$ cat config.mk
export PLATFORM = sky130hd
export DESIGN_NAME = hdmi_packet_assembler
export DESIGN_NICKNAME = d
export VERILOG_FILES = /design/src/rtl/hdmi_pkg.sv /design/src/rtl/hdmi_bch_ecc.sv /design/src/rtl/hdmi_packet_assembler.sv
export SDC_FILE = /design/constraint.sdc
export NUM_CORES = 1
export LEC_CHECK = 0
export BUFFER_PORTS_ARGS = -buffer_cell sky130_fd_sc_hd__buf_2
export CORE_UTILIZATION = 50
export CTS_BUF_LIST = sky130_fd_sc_hd__clkbuf_4 sky130_fd_sc_hd__clkbuf_8 sky130_fd_sc_hd__clkbuf_16
export DETAILED_ROUTE_END_ITERATION = 10
export PLACE_DENSITY = 0.72
export SLEW_MARGIN = 0
export SYNTH_ARGS = -nofsm -noshare
export SYNTH_HDL_FRONTEND = slang
export SYNTH_SLANG_ARGS = --single-unit
$ cat constraint.sdc
create_clock -name clk_pixel -period 8.7 [get_ports clk_pixel]
set_clock_uncertainty 0.05 [all_clocks]
set_input_delay 1.74 -clock clk_pixel [delete_from_list [all_inputs] [get_ports clk_pixel]]
set_output_delay 1.74 -clock clk_pixel [all_outputs]
set_load 0.1 [all_outputs]
$ cat src/rtl/hdmi_pkg.sv
// Shared widths, BCH polynomial and serial parity step for the HDMI data-island
// packet assembler and its reference model.
package hdmi_pkg;

  localparam int unsigned SLOTS     = 32;
  localparam int unsigned CNT_W     = 5;
  localparam int unsigned SLOT_W    = 9;
  localparam int unsigned HDR_BITS  = 24;
  localparam int unsigned SUB_BITS  = 56;
  localparam int unsigned SUB_SLOTS = 28;
  localparam int unsigned NUM_SUB   = 4;
  localparam int unsigned PAR_W     = 8;

  localparam logic [PAR_W-1:0] BCH_POLY = 8'h83;

  typedef logic [NUM_SUB-1:0][SUB_BITS-1:0] sub_arr_t;

  // One LSB-first BCH step of G(x)=1+x^6+x^7+x^8.
  function automatic logic [PAR_W-1:0] bch_step(input logic [PAR_W-1:0] p, input logic b);
    return {1'b0, p[PAR_W-1:1]} ^ ((b ^ p[0]) ? BCH_POLY : PAR_W'(0));
  endfunction

endpackage

$ cat src/rtl/hdmi_bch_ecc.sv
// Serial BCH parity register consuming W data bits per enabled cycle (bit 0 first).
module hdmi_bch_ecc
  import hdmi_pkg::*;
#(
  parameter int unsigned W = 1
) (
  input  logic             clk_pixel,
  input  logic             reset_n,
  input  logic             i_clr,
  input  logic             i_en,
  input  logic [W-1:0]     i_bits,
  output logic [PAR_W-1:0] o_parity
);

  logic [PAR_W-1:0] r_par;
  logic [PAR_W-1:0] w_next;

  // A clear in the same cycle as a step restarts the chain from zero.
  always_comb begin
    w_next = i_clr ? '0 : r_par;
    for (int k = 0; k < int'(W); k++) begin
      w_next = bch_step(w_next, i_bits[k]);
    end
  end

  always_ff @(posedge clk_pixel) begin
    if (!reset_n) begin
      r_par <= '0;
    end else if (i_en) begin
      r_par <= w_next;
    end else if (i_clr) begin
      r_par <= '0;
    end
  end

  assign o_parity = r_par;

endmodule

$ cat src/rtl/hdmi_packet_assembler.sv
// Serialises a 24-bit header plus four 56-bit subpackets into 32 nine-bit
// data-island slots, appending BCH parity on the fly.
module hdmi_packet_assembler
  import hdmi_pkg::*;
(
  input  logic                clk_pixel,
  input  logic                reset_n,
  input  logic                data_island_period,
  input  logic [HDR_BITS-1:0] header,
  input  sub_arr_t            sub,
  output logic [CNT_W-1:0]    counter,
  output logic [SLOT_W-1:0]   packet_data,
  output logic                packet_load,
  output logic                packet_done
);

  logic [CNT_W-1:0]    r_counter;
  logic [HDR_BITS-1:0] r_header;
  sub_arr_t            r_sub;
  logic [SLOT_W-1:0]   r_data;
  logic                r_load;
  logic                r_done;

  logic                w_first;
  logic                w_capture;
  logic                w_hdr_data;
  logic                w_sub_data;
  logic [HDR_BITS-1:0] w_hdr;
  sub_arr_t            w_sub;
  logic [SLOTS-1:0]    w_hdr_pad;
  logic                w_hdr_bit;
  logic [PAR_W-1:0]    w_hdr_par;
  logic [SLOT_W-1:0]   w_slot;
  logic [1:0]          w_sub_bits [NUM_SUB];
  logic [1:0]          w_sub_out  [NUM_SUB];

  assign w_first    = (r_counter == '0);
  assign w_capture  = data_island_period && w_first;
  assign w_hdr_data = (r_counter < CNT_W'(HDR_BITS));
  assign w_sub_data = (r_counter < CNT_W'(SUB_SLOTS));

  // Slot 0 is built from the live inputs; later slots from the snapshot.
  assign w_hdr     = w_first ? header : r_header;
  assign w_sub     = w_first ? sub : r_sub;
  assign w_hdr_pad = {(SLOTS - HDR_BITS)'(0), w_hdr};
  assign w_hdr_bit = w_hdr_pad[r_counter];

  hdmi_bch_ecc #(.W(1)) u_hdr_ecc (
    .clk_pixel (clk_pixel),
    .reset_n   (reset_n),
    .i_clr     (w_capture),
    .i_en      (data_island_period && w_hdr_data),
    .i_bits    (w_hdr_bit),
    .o_parity  (w_hdr_par)
  );

  for (genvar gi = 0; gi < int'(NUM_SUB); gi++) begin : g_sub
    logic [2*SLOTS-1:0] w_pad;
    logic [PAR_W-1:0]   w_par;

    assign w_pad          = {(2*SLOTS - SUB_BITS)'(0), w_sub[gi]};
    assign w_sub_bits[gi] = w_pad[{r_counter, 1'b0} +: 2];

    hdmi_bch_ecc #(.W(2)) u_sub_ecc (
      .clk_pixel (clk_pixel),
      .reset_n   (reset_n),
      .i_clr     (w_capture),
      .i_en      (data_island_period && w_sub_data),
      .i_bits    (w_sub_bits[gi]),
      .o_parity  (w_par)
    );

    // Parity slots 28..31 map to pair index counter[1:0].
    assign w_sub_out[gi] = w_sub_data ? w_sub_bits[gi] : w_par[{r_counter[1:0], 1'b0} +: 2];
  end

  // Header parity slots 24..31 map to bit index counter[2:0].
  always_comb begin
    w_slot    = '0;
    w_slot[0] = w_hdr_data ? w_hdr_bit : w_hdr_par[r_counter[2:0]];
    for (int i = 0; i < int'(NUM_SUB); i++) begin
      w_slot[1+i] = w_sub_out[i][0];
      w_slot[5+i] = w_sub_out[i][1];
    end
  end

  always_ff @(posedge clk_pixel) begin
    if (!reset_n) begin
      r_counter <= '0;
      r_header  <= '0;
      r_sub     <= '0;
      r_data    <= '0;
      r_load    <= 1'b0;
      r_done    <= 1'b0;
    end else begin
      r_load <= 1'b0;
      r_done <= 1'b0;
      if (data_island_period) begin
        r_counter <= r_counter + CNT_W'(1);
        r_data    <= w_slot;
        r_load    <= w_first;
        r_done    <= (r_counter == CNT_W'(SLOTS - 1));
        if (w_first) begin
          r_header <= header;
          r_sub    <= sub;
        end
      end
    end
  end

  assign counter     = r_counter;
  assign packet_data = r_data;
  assign packet_load = r_load;
  assign packet_done = r_done;

endmodule

======== Word level (Yosys, flattened, before mapping) ========
Cells that the tools add are included.
word-level totals
  logic and storage cells ................. 81
  input bits .............................. 251
  bits in registers ....................... 304
  output and inout bits ................... 16
cells by class
  add/subtract/negate cells ............... 1
  reductions and logical operators ........ 5
  mux-type cells .......................... 30
  shift operators ......................... 8
  magnitude comparators ................... 4
  bitwise operators ....................... 18
  equality and inequality tests ........... 1
operator list
  operator             number
  $shiftx 64x7->2      4
  $mux 224             1
  $mux 8               19
  $xor 7x8->8          9
  $shiftx 8x4->2       4
  $mux 24              1
  $lt 5x5->1 const B   2
  $xor 1x1->1          9
  $mux 2               4
  $lt 5x6->1 const B   1
  $add 5x1->5 const B  1
  $bmux 1 s5           1
  $eq 5x5->1 const B   1
  $logic_not 5->1      1
  $lt 3x4->1 const B   1
  $bmux 1 s3           1
  $logic_and 1x1->1    3
  $mux 1               3
  $reduce_and 2->1     1

======== Depth between registers and ports, before layout ========
  word-level depth ........................ 10
  mapped depth ............................ 16
  mapped depth without buffers ............ 11

======== Modules after synthesis ========
A second synthesis with hierarchy kept.
unflattened totals
  cell total of the unflattened synthesis .. 1921
  area total of the unflattened synthesis .. 15700.1 um2
modules (own cells, without submodules)
  module                                 cells an instance  times used  seq. area each (um2)  area an instance (um2)
  hdmi_packet_assembler                  1704               1           5285.1                13655.6
  hdmi_bch_ecc (g_sub[0].u_sub_ecc ...)  44                 4           160.2                 417.9
  hdmi_bch_ecc (u_hdr_ecc)               41                 1           160.2                 372.9

======== Worst setup path before layout ========
OpenSTA, ideal clock, no wires.
  path kind ............................... flip-flop to flip-flop
  from .................................... register r_counter[1], in the netlist counter[1]
  to ...................................... register g_sub[3].u_sub_ecc.r_par[1]
  clock period less this slack ............ 4.161 ns
  arrival ................................. 3.989 ns
  path buffers ............................ 4
  cell stages (with the launch flop) ...... 16
  data required time ...................... 8.528 ns
  path slack .............................. 4.539 ns
  setup time .............................. 0.122 ns
  path through ............................ dfxtp_1 > buf_2 > clkinv_1 > clkbuf_1 > ha_1 > nor4b_4 > buf_6 > buf_6 > nand2_1 > nand2_1 > mux4_2 > o2111ai_1 > nand3_1 > xnor2_2 > and4bb_1 > a311o_1
between the ends
  longest elaborated chain between the ends .. 10
  elaborated cells on any way between the ends .. 14
  classes of those cells .................. 1 x order compare; 1 x shift; 5 x mux; 4 x bitwise; 3 x reduce/logical
ends and longest elaborated chain
  element                                        line                         text
  start: declaration                             hdmi_packet_assembler.sv:17  logic [CNT_W-1:0] r_counter;
  start signal: assignment                       hdmi_packet_assembler.sv:99  r_counter <= r_counter + CNT_W'(1);
  $logic_not 5->1                                hdmi_packet_assembler.sv:37  assign w_first = (r_counter == '0);
  $mux 224 or $logic_and 1x1->1 (tied branches)  n/a
  $shiftx 64x7->2 or $mux 8 (tied branches)      n/a
  $xor 1x1->1                                    hdmi_pkg.sv:20               return {1'b0, p[PAR_W-1:1]} ^ ((b ^ p[0]) ? BCH_POLY : PAR_W'(0));
  $mux 8                                         hdmi_pkg.sv:20
  $xor 7x8->8                                    hdmi_pkg.sv:20
  $xor 1x1->1                                    hdmi_pkg.sv:20
  $mux 8                                         hdmi_pkg.sv:20
  $xor 7x8->8                                    hdmi_pkg.sv:20
  $mux 8 (*)                                     hdmi_bch_ecc.sv:29           end else if (i_en) begin
  end signal: assignment                         hdmi_bch_ecc.sv:30           r_par <= w_next;
  end: declaration                               hdmi_bch_ecc.sv:15           logic [PAR_W-1:0] r_par;
Every way passes the cells marked *; elsewhere a longest branch is shown, timed or not.
A chain may end at the register's enable or synchronous reset.

======== Worst setup path in the final report ========
  from .................................... register r_counter[0], in the netlist counter[0]
  to ...................................... register g_sub[1].u_sub_ecc.r_par[1]
between the ends
  longest elaborated chain between the ends .. 10
  elaborated cells on any way between the ends .. 14
  classes of those cells .................. 1 x order compare; 1 x shift; 5 x mux; 4 x bitwise; 3 x reduce/logical
ends and longest elaborated chain
  element                                        line
  $logic_not 5->1                                hdmi_packet_assembler.sv:37
  $mux 224 or $logic_and 1x1->1 (tied branches)  n/a
  $shiftx 64x7->2 or $mux 8 (tied branches)      n/a
  $xor 1x1->1                                    hdmi_pkg.sv:20
  $mux 8                                         hdmi_pkg.sv:20
  $xor 7x8->8                                    hdmi_pkg.sv:20
  $xor 1x1->1                                    hdmi_pkg.sv:20
  $mux 8                                         hdmi_pkg.sv:20
  $xor 7x8->8                                    hdmi_pkg.sv:20
  $mux 8 (*)                                     hdmi_bch_ecc.sv:29
  end signal: assignment                         hdmi_bch_ecc.sv:30
  end: declaration                               hdmi_bch_ecc.sv:15
Marks and branches as above.

==> results.json <==
{
  "hold_buffers": 0,
  "min-delay-start": "r_sub[40]",
  "grt_overflow": 0,
  "crit_chain": "inv_1, ha_1, nor4b_4, buf_12, and2_4, buf_4, buf_4, and4bb_1, a311o_1",
  "peakVddDrop_mv": 0.135,
  "layout-drive-gt1-share_pct": 20.6,
  "hold_ws_ns": 0.415,
  "first_pass_iters": 7,
  "die_w_um": 178,
  "rows": 63,
  "grt_first_pass_wirelength_um": 75300,
  "p_total_mw": 3.91,
  "cts_buffer_depth": 3,
  "setup_viol": 0,
  "die_area_mm2": 0.0316,
  "clk-insertion-delay-late_ns": 0.52,
  "cts_tree": "yes",
  "yosysSeqAreaShare_pct": 39.4,
  "postRouteAntennaNets": 0,
  "drc_errors": 0,
  "clkTransAtPathRegs_ns": 0.06,
  "status": "completed",
  "layout.cells.most_common_list": "673 x nand2_1, 302 x dfxtp_1, 265 x buf_2",
  "synth_fp_nets": 2133,
  "cts-buffers-inserted": 34,
  "htreeDepth": 2,
  "synth_area_mm2": 0.0154,
  "start_kind": "register",
  "layout_setup_ws_ns": 3.74,
  "worstReg2RegStart": "counter[0]",
  "synth_cell_types": 73,
  "dp_cells": 2393,
  "fin_util_pct": 59.5,
  "cp_common_cell": "buf_4",
  "power.leakage_nw": 7.07,
  "finalCritPeriodShare_pct": 57.0,
  "cts_sinks": 304,
  "yosys.area.top_type": "dfxtp_1",
  "fmaxAchievable_mhz": 202,
  "cp_top_family": "buffers and inverters",
  "cts_resized": 0,
  "hp-class": "register to register",
  "avgSynthCellArea_um2": 8.22,
  "max_cap_violations": 0,
  "rsz0062_at_grt": "false",
  "nets": 2293,
  "finalInstanceArea_mm2": 0.0179,
  "drt_wl_total_um": 49000,
  "worstMarginPinSlew_ns": 1.19,
  "core_area_mm2": 0.0300,
  "post_cts_buffers": 0,
  "async_flop_share_pct": 0,
  "pre_cts_ws_ns": 3.78,
  "route.vias.total": 14529,
  "numPortBuffers": 266,
  "first_global_vias": 13779,
  "ios": 267,
  "grt_max_degree": 157,
  "fp.dieH_um": 178,
  "hold_viol_final": 0,
  "path_class": "register to register",
  "worstPathRequired_ns": 9.05,
  "routabilityCongestion": 0.872,
  "synth_cells": 1879,
  "yosys_warnings": 0,
  "place_area_mm2": 0.0167,
  "antenna_found_initial": 0,
  "fin_tns_setup_ns": 0,
  "final.min_clock_period_ns": 4.96,
  "cp_max_fo": 124,
  "synth_seq_cells": 304,
  "slowest_delay_ns": 0.70,
  "antennaDiodeCount": 0,
  "powerDensity_mw_per_mm2": 219,
  "fin_cells": 2451,
  "critPathCaptureType": "register",
  "cts-root-buf": "clkbuf_16",
  "netlist.area_leader.share_pct": 39.4,
  "hpwlAfterDp_um": 31700,
  "relSlewSlack_pct": 20.0,
  "avgViaCountPerCell": 5.93,
  "synth_flop_cell": "dfxtp_1",
  "area_growth_pct": 15.7,
  "start_util_pct": 51.4,
  "arrival_ns": 5.31,
  "drtIter0Drc": 1662,
  "startpoint": "counter[0]",
  "synth_edf_count": 0,
  "crit_slowest_cell": "buf_4",
  "grt_usage_pct": 30.9,
  "path_buf_inv": 4,
  "mostFrequentLayoutCell": "nand2_1",
  "slew_viol_final": 0,
  "yosys-top-cells-area": "dfxtp_1 39%, nand2_1 16%, a21boi_0 12%",
  "wl_per_cell_um": 20.0
}
==> power by group <==
| part | switching, mW | internal, mW |
|---|---|---|
| clock network | 0.588 | 0.897 |
| logic | 0.507 | 0.325 |
| registers | 0.0892 | 1.51 |
| total | 1.18 | 2.73 |
==> path summary, 6_finish.rpt <==
path	depth (start not counted)	end	slack (ns)
worst max-delay path	9	g_sub[1].u_sub_ecc.o_parity[1]	3.74
worst min-delay path	2	r_sub[40]	0.41
worst max register to register	9	g_sub[1].u_sub_ecc.o_parity[1]	3.74
worst min register to register	2	r_sub[40]	0.41
==> layer usage <==
layer	vias to the layer above	routed length, um	track usage [%]	share of wire, %
met5	-	0	0	0
met3	146	4110	4.86	8.4
met1	6914	20400	41.1	42
met2	702	21900	48.2	45
li1	6767	-	-	-
met4	0	2550	16.1	5.2
==> synthesized netlist by cell type (all sizes together) (14+ instances only) <==
cell type / n
nor3: 14
nand3: 38
mux4: 42
nand2: 674
buf: 48
nor2: 22
dfxtp: 304
mux2i: 55
a31oi: 18
xnor2: 18
o21ai: 44
clkbuf: 113
mux2: 19
a21oi: 49
a21boi: 249
==> cell families (layout without fill, tap and decap cells) <==
group | after synthesis | after routing | synth area share [%]
simple gates | 798 | 798 | 21.0
compound gates | 466 | 466 | 22.0
flops | 304 | 304 | 39.4
buf+inv | 167 | 349 | 4.81
mux | 116 | 116 | 11.1
xor+xnor | 25 | 25 | 1.56
fa+ha+maj | 3 | 3 | 0.243
==> flip-flops by register name, indices dropped and copies added (netlist names) <==
register	flops
g_sub.u_sub_ecc.o_parity	32
r_sub	224
counter	5
packet_data	9
r_header	24
packet_done	1
u_hdr_ecc.o_parity	8
packet_load	1
==> tightest hold or removal path, cell delays in order (launching register included) <==
cell and delay [ns]:
dfxtp_1 0.30, nand2_1 0.05, a21boi_0 0.06
==> layout make-up <==
| type | instances | area (um^2) |
|---|---|---|
| fill | 2700 | 12200 |
| inverter | 6 | 22.5 |
| clock buffer | 50 | 1050 |
| tap | 390 | 488 |
| timing repair buffer | 285 | 1490 |
| multi-input combinational | 1408 | 8640 |
| clock inverter | 8 | 97.6 |
| sequential | 304 | 6090 |
Note: power is estimated with default switching activity, not from simulation.
